$ cat src/rtl/execute_pkg.sv
// execute_pkg: ALU, M-extension, forwarding and branch encodings plus divider FSM states
package execute_pkg;
  localparam logic [3:0] ALU_ADD  = 4'b0000;
  localparam logic [3:0] ALU_SUB  = 4'b0001;
  localparam logic [3:0] ALU_AND  = 4'b0010;
  localparam logic [3:0] ALU_OR   = 4'b0011;
  localparam logic [3:0] ALU_XOR  = 4'b0100;
  localparam logic [3:0] ALU_SLT  = 4'b0101;
  localparam logic [3:0] ALU_SLTU = 4'b0110;
  localparam logic [3:0] ALU_SLL  = 4'b0111;
  localparam logic [3:0] ALU_SRL  = 4'b1000;
  localparam logic [3:0] ALU_SRA  = 4'b1001;
  localparam logic [2:0] M_MUL    = 3'b000;
  localparam logic [2:0] M_MULH   = 3'b001;
  localparam logic [2:0] M_MULHSU = 3'b010;
  localparam logic [2:0] M_MULHU  = 3'b011;
  localparam logic [2:0] M_DIV    = 3'b100;
  localparam logic [2:0] M_DIVU   = 3'b101;
  localparam logic [2:0] M_REM    = 3'b110;
  localparam logic [2:0] M_REMU   = 3'b111;
  localparam logic [1:0] FWD_REG  = 2'b00;
  localparam logic [1:0] FWD_W    = 2'b01;
  localparam logic [1:0] FWD_M    = 2'b10;
  localparam logic [2:0] BR_EQ     = 3'b000;
  localparam logic [2:0] BR_NE     = 3'b001;
  localparam logic [2:0] BR_NONE   = 3'b010;
  localparam logic [2:0] BR_ALWAYS = 3'b011;
  localparam logic [2:0] BR_LT     = 3'b100;
  localparam logic [2:0] BR_GE     = 3'b101;
  localparam logic [2:0] BR_LTU    = 3'b110;
  localparam logic [2:0] BR_GEU    = 3'b111;
  typedef enum logic [1:0] {IDLE, BUSY, DONE} div_state_t;
endpackage

$ cat src/rtl/alu.sv
// alu: combinational integer ALU
// ports: a, b operands; ctrl ALU op; y result
module alu import execute_pkg::*; #(
  parameter int W = 32
) (
  input  logic [W-1:0] a,
  input  logic [W-1:0] b,
  input  logic [3:0]   ctrl,
  output logic [W-1:0] y
);
  localparam int SW = $clog2(W);
  logic [W-1:0] sra;
  logic lt, ltu;
  always_comb begin
    sra = $signed(a) >>> b[SW-1:0];
    lt  = $signed(a) < $signed(b);
    ltu = a < b;
    y = ctrl == ALU_ADD  ? a + b :
        ctrl == ALU_SUB  ? a - b :
        ctrl == ALU_AND  ? a & b :
        ctrl == ALU_OR   ? a | b :
        ctrl == ALU_XOR  ? a ^ b :
        ctrl == ALU_SLT  ? {{(W-1){1'b0}}, lt} :
        ctrl == ALU_SLTU ? {{(W-1){1'b0}}, ltu} :
        ctrl == ALU_SLL  ? a << b[SW-1:0] :
        ctrl == ALU_SRL  ? a >> b[SW-1:0] :
        ctrl == ALU_SRA  ? sra : '0;
  end
endmodule

$ cat src/rtl/div_iter.sv
// div_iter: iterative restoring divider, IDLE/BUSY/DONE, one quotient bit per cycle
// ports: start/flush control, sgn signed mode, a dividend, b divisor; busy/done state, quotient, remainder
module div_iter import execute_pkg::*; #(
  parameter int W = 32
) (
  input  logic         clk,
  input  logic         rst,
  input  logic         start,
  input  logic         flush,
  input  logic         sgn,
  input  logic [W-1:0] a,
  input  logic [W-1:0] b,
  output logic         busy,
  output logic         done,
  output logic [W-1:0] quotient,
  output logic [W-1:0] remainder
);
  localparam int CW = $clog2(W) + 1;
  localparam logic [W-1:0] MIN = {1'b1, {(W-1){1'b0}}};
  div_state_t state;
  logic [CW-1:0] cnt;
  logic [W-1:0] q, r, d, ma, mb;
  logic [W:0] sh, diff;
  logic sa, sb, zero, ovf, neg_q, neg_r, special;
  always_comb begin
    sa = sgn & a[W-1];
    sb = sgn & b[W-1];
    ma = sa ? -a : a;
    mb = sb ? -b : b;
    zero = b == '0;
    ovf = sgn && a == MIN && b == '1;
    sh = {r, q[W-1]};
    diff = sh - {1'b0, d};
    busy = state == BUSY;
    done = state == DONE;
    // special-case results are final as latched; only magnitudes get the sign fix-up
    quotient = special | !neg_q ? q : -q;
    remainder = special | !neg_r ? r : -r;
  end
  always_ff @(posedge clk)
    if (rst) begin
      state <= IDLE;
      cnt <= '0;
      q <= '0;
      r <= '0;
      d <= '0;
      neg_q <= 1'b0;
      neg_r <= 1'b0;
      special <= 1'b0;
    end else if (flush) state <= IDLE;
    else case (state)
      IDLE: if (start) begin
        neg_q <= sa ^ sb;
        neg_r <= sa;
        d <= mb;
        cnt <= CW'(W);
        special <= zero | ovf;
        q <= zero ? '1 : ovf ? MIN : ma;
        r <= zero ? a : '0;
        state <= zero | ovf ? DONE : BUSY;
      end
      BUSY: begin
        q <= {q[W-2:0], !diff[W]};
        r <= diff[W] ? sh[W-1:0] : diff[W-1:0];
        cnt <= cnt - 1'b1;
        if (cnt == CW'(1)) state <= DONE;
      end
      default: state <= IDLE;
    endcase
endmodule

$ cat src/rtl/execute_mext.sv
// execute_mext: RV32 execute stage with forwarding, branch resolution and RV32M multiply/divide
// ports: operands/PC/imm/forward values in, ALU and hazard control in, register ids passed through,
//        ALU result / store data / PC+4 / target / branch taken out, StallE_o while a divide runs
module execute_mext import execute_pkg::*; #(
  parameter int DATA_WIDTH = 32,
  parameter int FWD_SRCS = 3
) (
  input  logic                  clk,
  input  logic                  rst,
  input  logic [DATA_WIDTH-1:0] RD1E_i,
  input  logic [DATA_WIDTH-1:0] RD2E_i,
  input  logic [DATA_WIDTH-1:0] PCE_i,
  input  logic [DATA_WIDTH-1:0] ImmExtE_i,
  input  logic [DATA_WIDTH-1:0] PCPlus4E_i,
  input  logic [DATA_WIDTH-1:0] ResultW_i,
  input  logic [DATA_WIDTH-1:0] ALUResultM_i,
  input  logic [3:0]            ALUCtrl_i,
  input  logic                  ALUSrcA_i,
  input  logic                  ALUSrcB_i,
  input  logic                  JumpCtrl_i,
  input  logic [2:0]            BranchSrc_i,
  input  logic                  MExt_i,
  input  logic [2:0]            MOp_i,
  input  logic [1:0]            ForwardAEctrl_i,
  input  logic [1:0]            ForwardBEctrl_i,
  input  logic                  FlushE_i,
  output logic                  StallE_o,
  input  logic [4:0]            RdD_i,
  input  logic [4:0]            Rs1D_i,
  input  logic [4:0]            Rs2D_i,
  output logic [4:0]            RdE_o,
  output logic [4:0]            Rs1E_o,
  output logic [4:0]            Rs2E_o,
  output logic [DATA_WIDTH-1:0] ALUResultE_o,
  output logic [DATA_WIDTH-1:0] WriteDataE_o,
  output logic [DATA_WIDTH-1:0] PCPlus4E_o,
  output logic [DATA_WIDTH-1:0] PCTargetE_o,
  output logic                  branchTaken_o
);
  localparam int W = DATA_WIDTH;
  logic [W-1:0] fa, fb, src_a, src_b, alu_y, mul_y, quo, rem;
  logic [2*W-1:0] prod;
  logic a_sgn, b_sgn, start, busy, done, rem_q, eq, lt, ltu, br;
  alu #(.W(W)) u_alu (.a(src_a), .b(src_b), .ctrl(ALUCtrl_i), .y(alu_y));
  div_iter #(.W(W)) u_div (
    .clk(clk), .rst(rst), .start(start), .flush(FlushE_i), .sgn(!MOp_i[0]),
    .a(src_a), .b(src_b), .busy(busy), .done(done), .quotient(quo), .remainder(rem)
  );
  always_comb begin
    // unsupported select codes (11, or sources beyond FWD_SRCS) fall back to the register value
    fa = ForwardAEctrl_i == FWD_W && FWD_SRCS > 1 ? ResultW_i :
         ForwardAEctrl_i == FWD_M && FWD_SRCS > 2 ? ALUResultM_i : RD1E_i;
    fb = ForwardBEctrl_i == FWD_W && FWD_SRCS > 1 ? ResultW_i :
         ForwardBEctrl_i == FWD_M && FWD_SRCS > 2 ? ALUResultM_i : RD2E_i;
    src_a = ALUSrcA_i ? PCE_i : fa;
    src_b = ALUSrcB_i ? ImmExtE_i : fb;
    a_sgn = src_a[W-1] & (MOp_i != M_MULHU);
    b_sgn = src_b[W-1] & (MOp_i == M_MUL || MOp_i == M_MULH);
    prod = {{W{a_sgn}}, src_a} * {{W{b_sgn}}, src_b};
    mul_y = MOp_i == M_MUL ? prod[W-1:0] : prod[2*W-1:W];
    start = MExt_i & MOp_i[2] & !FlushE_i & !busy & !done;
    StallE_o = !rst & (start | busy & !FlushE_i);
    eq = fa == fb;
    lt = $signed(fa) < $signed(fb);
    ltu = fa < fb;
    // bit0 inverts the base condition; 01x is never/always
    br = BranchSrc_i[2] ? (BranchSrc_i[1] ? ltu : lt) ^ BranchSrc_i[0] :
         BranchSrc_i[1] ? BranchSrc_i[0] : eq ^ BranchSrc_i[0];
    branchTaken_o = br & !MExt_i;
    ALUResultE_o = !MExt_i ? alu_y : !MOp_i[2] ? mul_y : rem_q ? rem : quo;
    PCTargetE_o = JumpCtrl_i ? alu_y : PCE_i + ImmExtE_i;
    WriteDataE_o = fb;
    PCPlus4E_o = PCPlus4E_i;
    RdE_o = RdD_i;
    Rs1E_o = Rs1D_i;
    Rs2E_o = Rs2D_i;
  end
  always_ff @(posedge clk)
    rem_q <= rst ? 1'b0 : start ? MOp_i[1] : rem_q;
endmodule

$ cat config.mk
export PLATFORM = sky130hd
export DESIGN_NAME = execute_mext
export DESIGN_NICKNAME = d
export VERILOG_FILES = /design/src/rtl/execute_pkg.sv /design/src/rtl/alu.sv /design/src/rtl/div_iter.sv /design/src/rtl/execute_mext.sv
export SDC_FILE = /design/constraint.sdc
export NUM_CORES = 2
export LEC_CHECK = 0
export ABC_AREA = 1
export BUFFER_PORTS_ARGS = -buffer_cell sky130_fd_sc_hd__buf_4
export CORE_ASPECT_RATIO = 1.25
export CORE_MARGIN = 1
export CORE_UTILIZATION = 48
export DETAILED_ROUTE_END_ITERATION = 12
export PLACE_DENSITY_LB_ADDON = 0.12
export SYNTH_ARGS = -nofsm -noshare
export SYNTH_HDL_FRONTEND = slang
export SYNTH_SLANG_ARGS = --single-unit
$ cat constraint.sdc
create_clock -name clk -period 18.6 [get_ports clk]
set_input_delay 2.79 -clock clk [delete_from_list [all_inputs] [get_ports clk]]
set_output_delay 2.79 -clock clk [all_outputs]
set_load 0.01 [all_outputs]
After elaboration in Yosys (flattened, before gate mapping)
Index checks and enable logic that the tools add are counted.

Register bits after elaboration: 108. Bits of input ports: 260. Logic and storage cells: 134.

Add/sub/neg operators: 9. Multipliers: 1. Magnitude comparators: 4. Equality and inequality tests: 23. Shift-type cells: 3. Multiplexer cells: 42. Bitwise operators: 22. Reduce and logical (&&, ||, !) cells: 21.

Operator list (number): 32-bit two-way mux (31); 32-bit less-than comparator (4); 32-bit negation (4); 32-bit one-hot mux with 2 select lines (2); 32-bit adder (2); 32-bit == test, second input constant (2); 33-bit by 33-bit multiplier with 64-bit output (1); 33-bit by 32-bit subtractor with 33-bit output (1); 32-bit AND (1); 32-bit == test (1); 32-bit logical NOT (1); 32-bit OR (1); 32-bit by 5-bit << shifter with 32-bit output (1); 32-bit by 5-bit >> shifter with 32-bit output (1); 32-bit by 5-bit >>> shifter with 32-bit output (1); 32-bit subtractor (1); 32-bit XOR (1); 4-bit by 3-bit == test with 1-bit output, second input constant (4); 6-bit one-hot mux with 2 select lines (1); 1-bit AND (11); 1-bit logical NOT (9); 4-bit by 2-bit == test with 1-bit output, second input constant (2); 4-bit == test, second input constant (2); 2-bit by 1-bit == test with 1-bit output, second input constant (3); 24 further kinds (37).

Logic depth before layout (Yosys ltp)
Depth after elaboration: 16. Depth in mapped cells: 48. Mapped depth without buffers: 43.

Hierarchy
A second synthesis with hierarchy kept.

Cell total of the unflattened synthesis: 9971. Area total of the unflattened synthesis: 66580.1 sq um.

Modules (own cells, without submodules): execute_mext (instances 1, cells each 5950, area each 45165.8 sq um); div_iter (instances 1, cells each 2014, area each 11148.2 sq um); alu (instances 1, cells each 2007, area each 10266.1 sq um).

Worst setup path after synthesis
No wires, ideal clock.

Kind: input to output. From: input ForwardBEctrl_i[1]. To: output ALUResultE_o[8]. Arrival: 10.811 ns. Path slack: 4.999 ns. Cell stages on the path: 42. Path buffers: 5. Path through: buf_6 > nand2_2 > nand2_2 > inv_2 > a21oi_2 > a21boi_2 > clkbuf_1 > clkbuf_1 > buf_1 > clkbuf_1 > nand2_1 > fa_1 > fa_1 > inv_1 > fa_1 > inv_1 > fa_1 > fa_1 > (+6 left out) > ha_1 > nand2_1 > nor2_1 > inv_1 > nor2_1 > nand4_1 > nand3_1 > nand2_1 > nand2_1 > a21oi_1 > o21ai_0 > nand2_1 > nand2_1 > a21oi_1 > o21ai_0 > nand3_1 > nand2_1 > nand2_1.

Cells in the longest elaborated chain, start to end: 16. Elaborated cells on any way between the ends: 28. Classes of those cells: 2 x add/sub; 1 x mul; 2 x eq/ne; 3 x shift; 16 x mux; 4 x bitwise.

Ends and longest elaborated chain: start: declaration (RTL line execute_mext.sv:25) `input logic [1:0] ForwardBEctrl_i,`; 2-bit == test (RTL line execute_mext.sv:54) `ForwardBEctrl_i == FWD_M && FWD_SRCS > 2 ? ALUResultM_i : RD2E_i;`; 32-bit two-way mux (RTL line execute_mext.sv:54); 32-bit two-way mux (*) (RTL line execute_mext.sv:53) `fb = ForwardBEctrl_i == FWD_W && FWD_SRCS > 1 ? ResultW_i :`; 32-bit two-way mux (*) (RTL line execute_mext.sv:56) `src_b = ALUSrcB_i ? ImmExtE_i : fb;`; parallel branches: the longest is 11 deep, another holds 33-bit by 33-bit multiplier with 64-bit output; 32-bit two-way mux (*) (RTL line execute_mext.sv:70) `ALUResultE_o = !MExt_i ? alu_y : !MOp_i[2] ? mul_y : rem_q ? rem : quo;`; end: declaration (RTL line execute_mext.sv:34) `output logic [DATA_WIDTH-1:0] ALUResultE_o,`.

Mark *: on every way between the ends.

Worst setup path after layout
From: input ForwardAEctrl_i[1]. To: output ALUResultE_o[8].

Cells in the longest elaborated chain, start to end: 16. Elaborated cells on any way between the ends: 28. Classes of those cells: 2 x add/sub; 1 x mul; 2 x eq/ne; 3 x shift; 16 x mux; 4 x bitwise.

Ends and longest elaborated chain: start: declaration (RTL line execute_mext.sv:24) `input logic [1:0] ForwardAEctrl_i,`; 2-bit == test (RTL line execute_mext.sv:52) `ForwardAEctrl_i == FWD_M && FWD_SRCS > 2 ? ALUResultM_i : RD1E_i;`; 32-bit two-way mux (RTL line execute_mext.sv:52); 32-bit two-way mux (*) (RTL line execute_mext.sv:51) `fa = ForwardAEctrl_i == FWD_W && FWD_SRCS > 1 ? ResultW_i :`; 32-bit two-way mux (*) (RTL line execute_mext.sv:55) `src_a = ALUSrcA_i ? PCE_i : fa;`; parallel branches: the longest is 11 deep, another holds 33-bit by 33-bit multiplier with 64-bit output; 32-bit two-way mux (*) (RTL line execute_mext.sv:70).

Marks and branches as above.

==> qor.yml <==
grt:
  grt.overflow.total: 0
  track_usage: 0.507
  grt_pass1_vias: 67256
  grt_max_degree: 88
  grt_pass1_wl_um: 480000
  antenna_found_initial: 24
worst_setup_path:
  path_depth: 37
  cpLargestDelayFamily: "adder cells"
  worst_ep_required_time_ns: 15.81
  crit_path_end_kind: "primary output"
  ff2ff_path_depth: 18
  start_kind: "primary input"
  r2r_slack_ns: 14.35
  cp_slowest_cell: "clkinv_1"
  critPathLaunch: "ForwardAEctrl_i[1]"
  slowest_delay_ns: 0.89
  path_buf_inv: 8
  reg2reg_from: "u_div.q[31]"
  arrival_ns: 15.27
  endpoint: "ALUResultE_o[8]"
  r2r_end: "u_div.r[29]"
  worstPathMaxFanout: 39
  path_class: "in2out"
clocking:
  cts_resized: 0
  numClockSinks: 108
  clockBufferDepth: 2
  cts_post_setup_buffers_inserted: 0
  clock_latency_ns: 0.39
  cts_hold_buf: 0
  cts_buffers: 9
  cts.clk_slew.worst_paths_ns: 0.08
  h-tree-depth: 3
  cts_root_buf: "clkbuf_16"
  cts_tree: "yes"
yosys:
  synthCells: 9157
  synth_flop_cell: "dfxtp_1"
  syn_nets: 10956
  ys_warn_count: 0
  synth_top_area_share: 0.358
  postSynthAreaPerCell_um2: 6.89
  synth_area_leaders: "fa_1, nand2_1, inv_1"
  syn_area_um2: 63100
  synth_top_area_cell: "fa_1"
  synthArstFlopShare: 0
  synth_edf_count: 0
  yosysUniqueCellTypes: 62
  yosysSeqAreaShare: 0.0343
  synth-seq-cells: 108
timing:
  fin_crit_sh: 0.971
  hold_violations: 0
  timing.hold.ws_ns: 0.472
  setup_viol: 0
  rsz0062_at_grt: "no"
  fin_skew_ns: 0.0181
  setup-tns-final_ns: 0
  fin_crit_ns: 18.06
  fmax_mhz: 55.4
  slew_viol_final: 22
  max-slew-margin-rel: -0.0339
  worst_pin_slew_ns: 1.55
route:
  firstDrtPassIters: 9
  vias_per_cell: 6.18
  drtAntennaViolNets: 0
  drt_wl_total_um: 339000
  routedWlPerCell_um: 31.0
  drcViolationCount: 0
  drt_iter0_markers: 8601
  vias: 67391
min_path:
  hp-class: "reg2reg"
  worstHoldPathCells: 2
final_layout:
  layout.nets: 10961
  fillers: 13315
  final_cells: 10910
  area_growth_pct: 6.54
  drive_gt1_frac: 0.0761
  regArea_um2: 2160
  multiInputGateArea_um2: 52300
placement:
  portBuffers: 310
  post-place-cells: 10876
  dp_hpwl_um: 268000
  gp_congestion: 1.10
floorplan:
  fp.dieH_um: 407
  row_count: 148
  die_w_um: 326
  core_um2: 130000
  initial_utilization: 0.484
  die-area_um2: 133000
  ios: 405
outcome:
  status: "finished with violations"
  violations: "capacitance limit, slew limit"
run:
  cap_violations: 3
layout by cell type (no fill, tap or decap), types with 410 or more instances in the layout:
master	synthesis	routed
a21oi_1	444	444
buf_4	60	479
ha_1	410	410
o21ai_0	485	481
fa_1	1129	1128
nand2_1	2158	2150
inv_1	1710	1703
nor2_1	773	769
nand3_1	644	644
worst min-delay path: cells and delay by family, from the launching register on:
kind | cells | cell delay (ns)
and+or+nand+nor | 1 | 0.06
AOI/OAI and AO/OA | 1 | 0.06
DFF | 1 | 0.32
flip-flops by register name, indices dropped and copies added (netlist names):
signal and cells:
u_div.r 32, u_div.neg_q 1, u_div.d 32, u_div.state 2, u_div.cnt 6, u_div.q 32, rem_q 1, u_div.special 1
u_div.neg_r 1
worst min-delay path by stage:
stage                 from           to  slack [ns]
4_1_cts        u_div.d[31]  u_div.d[31]        0.47
3_3_place_gp    u_div.q[3]   u_div.q[3]        0.45
3_5_place_dp   u_div.d[31]  u_div.d[31]        0.46
2_1_floorplan  u_div.d[31]  u_div.d[31]        0.45
5_1_grt        u_div.d[31]  u_div.d[31]        0.49
6_report       u_div.d[31]  u_div.d[31]        0.47
stage by stage:
stage               instance area (um^2)  setup WS, ns  utilization
global placement                   66800          1.33        0.513
floorplan                          63100          5.00            -
finish                             67200         0.541        0.516
global route                       67100         0.829        0.516
detailed placement                 66800          1.46        0.514
CTS                                67100          1.42        0.516
cells in the mapped netlist (14+ instances only):
master	number
o22ai_1	22
o21ai_1	18
a21o_1	46
xor2_1	108
clkbuf_1	252
nand3_1	644
nor3_1	86
nand2_1	2158
nand2_2	14
nand4_1	54
ha_1	410
xnor2_1	42
fa_1	1129
o21a_1	23
dfxtp_1	108
nand3b_1	15
o21ai_0	485
inv_2	22
a31oi_1	65
a21oi_1	444
o21bai_1	14
o211ai_1	49
nor2_1	773
buf_4	60
inv_1	1710
nor4_1	24
buf_1	88
or2_2	86
buf_2	83
final cells by class:
class	instances	area share
inverter	1744	0.0975
clock buffer	10	0.00341
sequential	108	0.0322
multi-input combinational	6816	0.779
timing repair buffer	483	0.0547
tap	1725	0.0321
clock inverter	6	0.000782
antenna	18	0.000671
routing by layer:
layer	GRT usage	vias to the layer above	wire, um
met1	0.566	32375	111000
met4	0.515	8	43800
li1	-	28135	-
met5	0	-	85
met3	0.170	1675	43900
met2	0.740	5198	140000
cell families (layout without fill, tap and decap cells):
kind of cell               Yosys count  after routing  synth area share
adders and majority gates         1539           1539             0.440
and+or+nand+nor                   3883           3883             0.256
buffers and inverters             2233           2243             0.139
xor gates and xnor gates           150            150            0.0208
DFF                                108            108            0.0343
other                                0             18                 0
AOI/OAI and AO/OA                 1244           1244             0.110
Power is left out: the tool's default activity adds up to more than one toggle a clock period on the data nets, which glitch-free logic cannot reach.
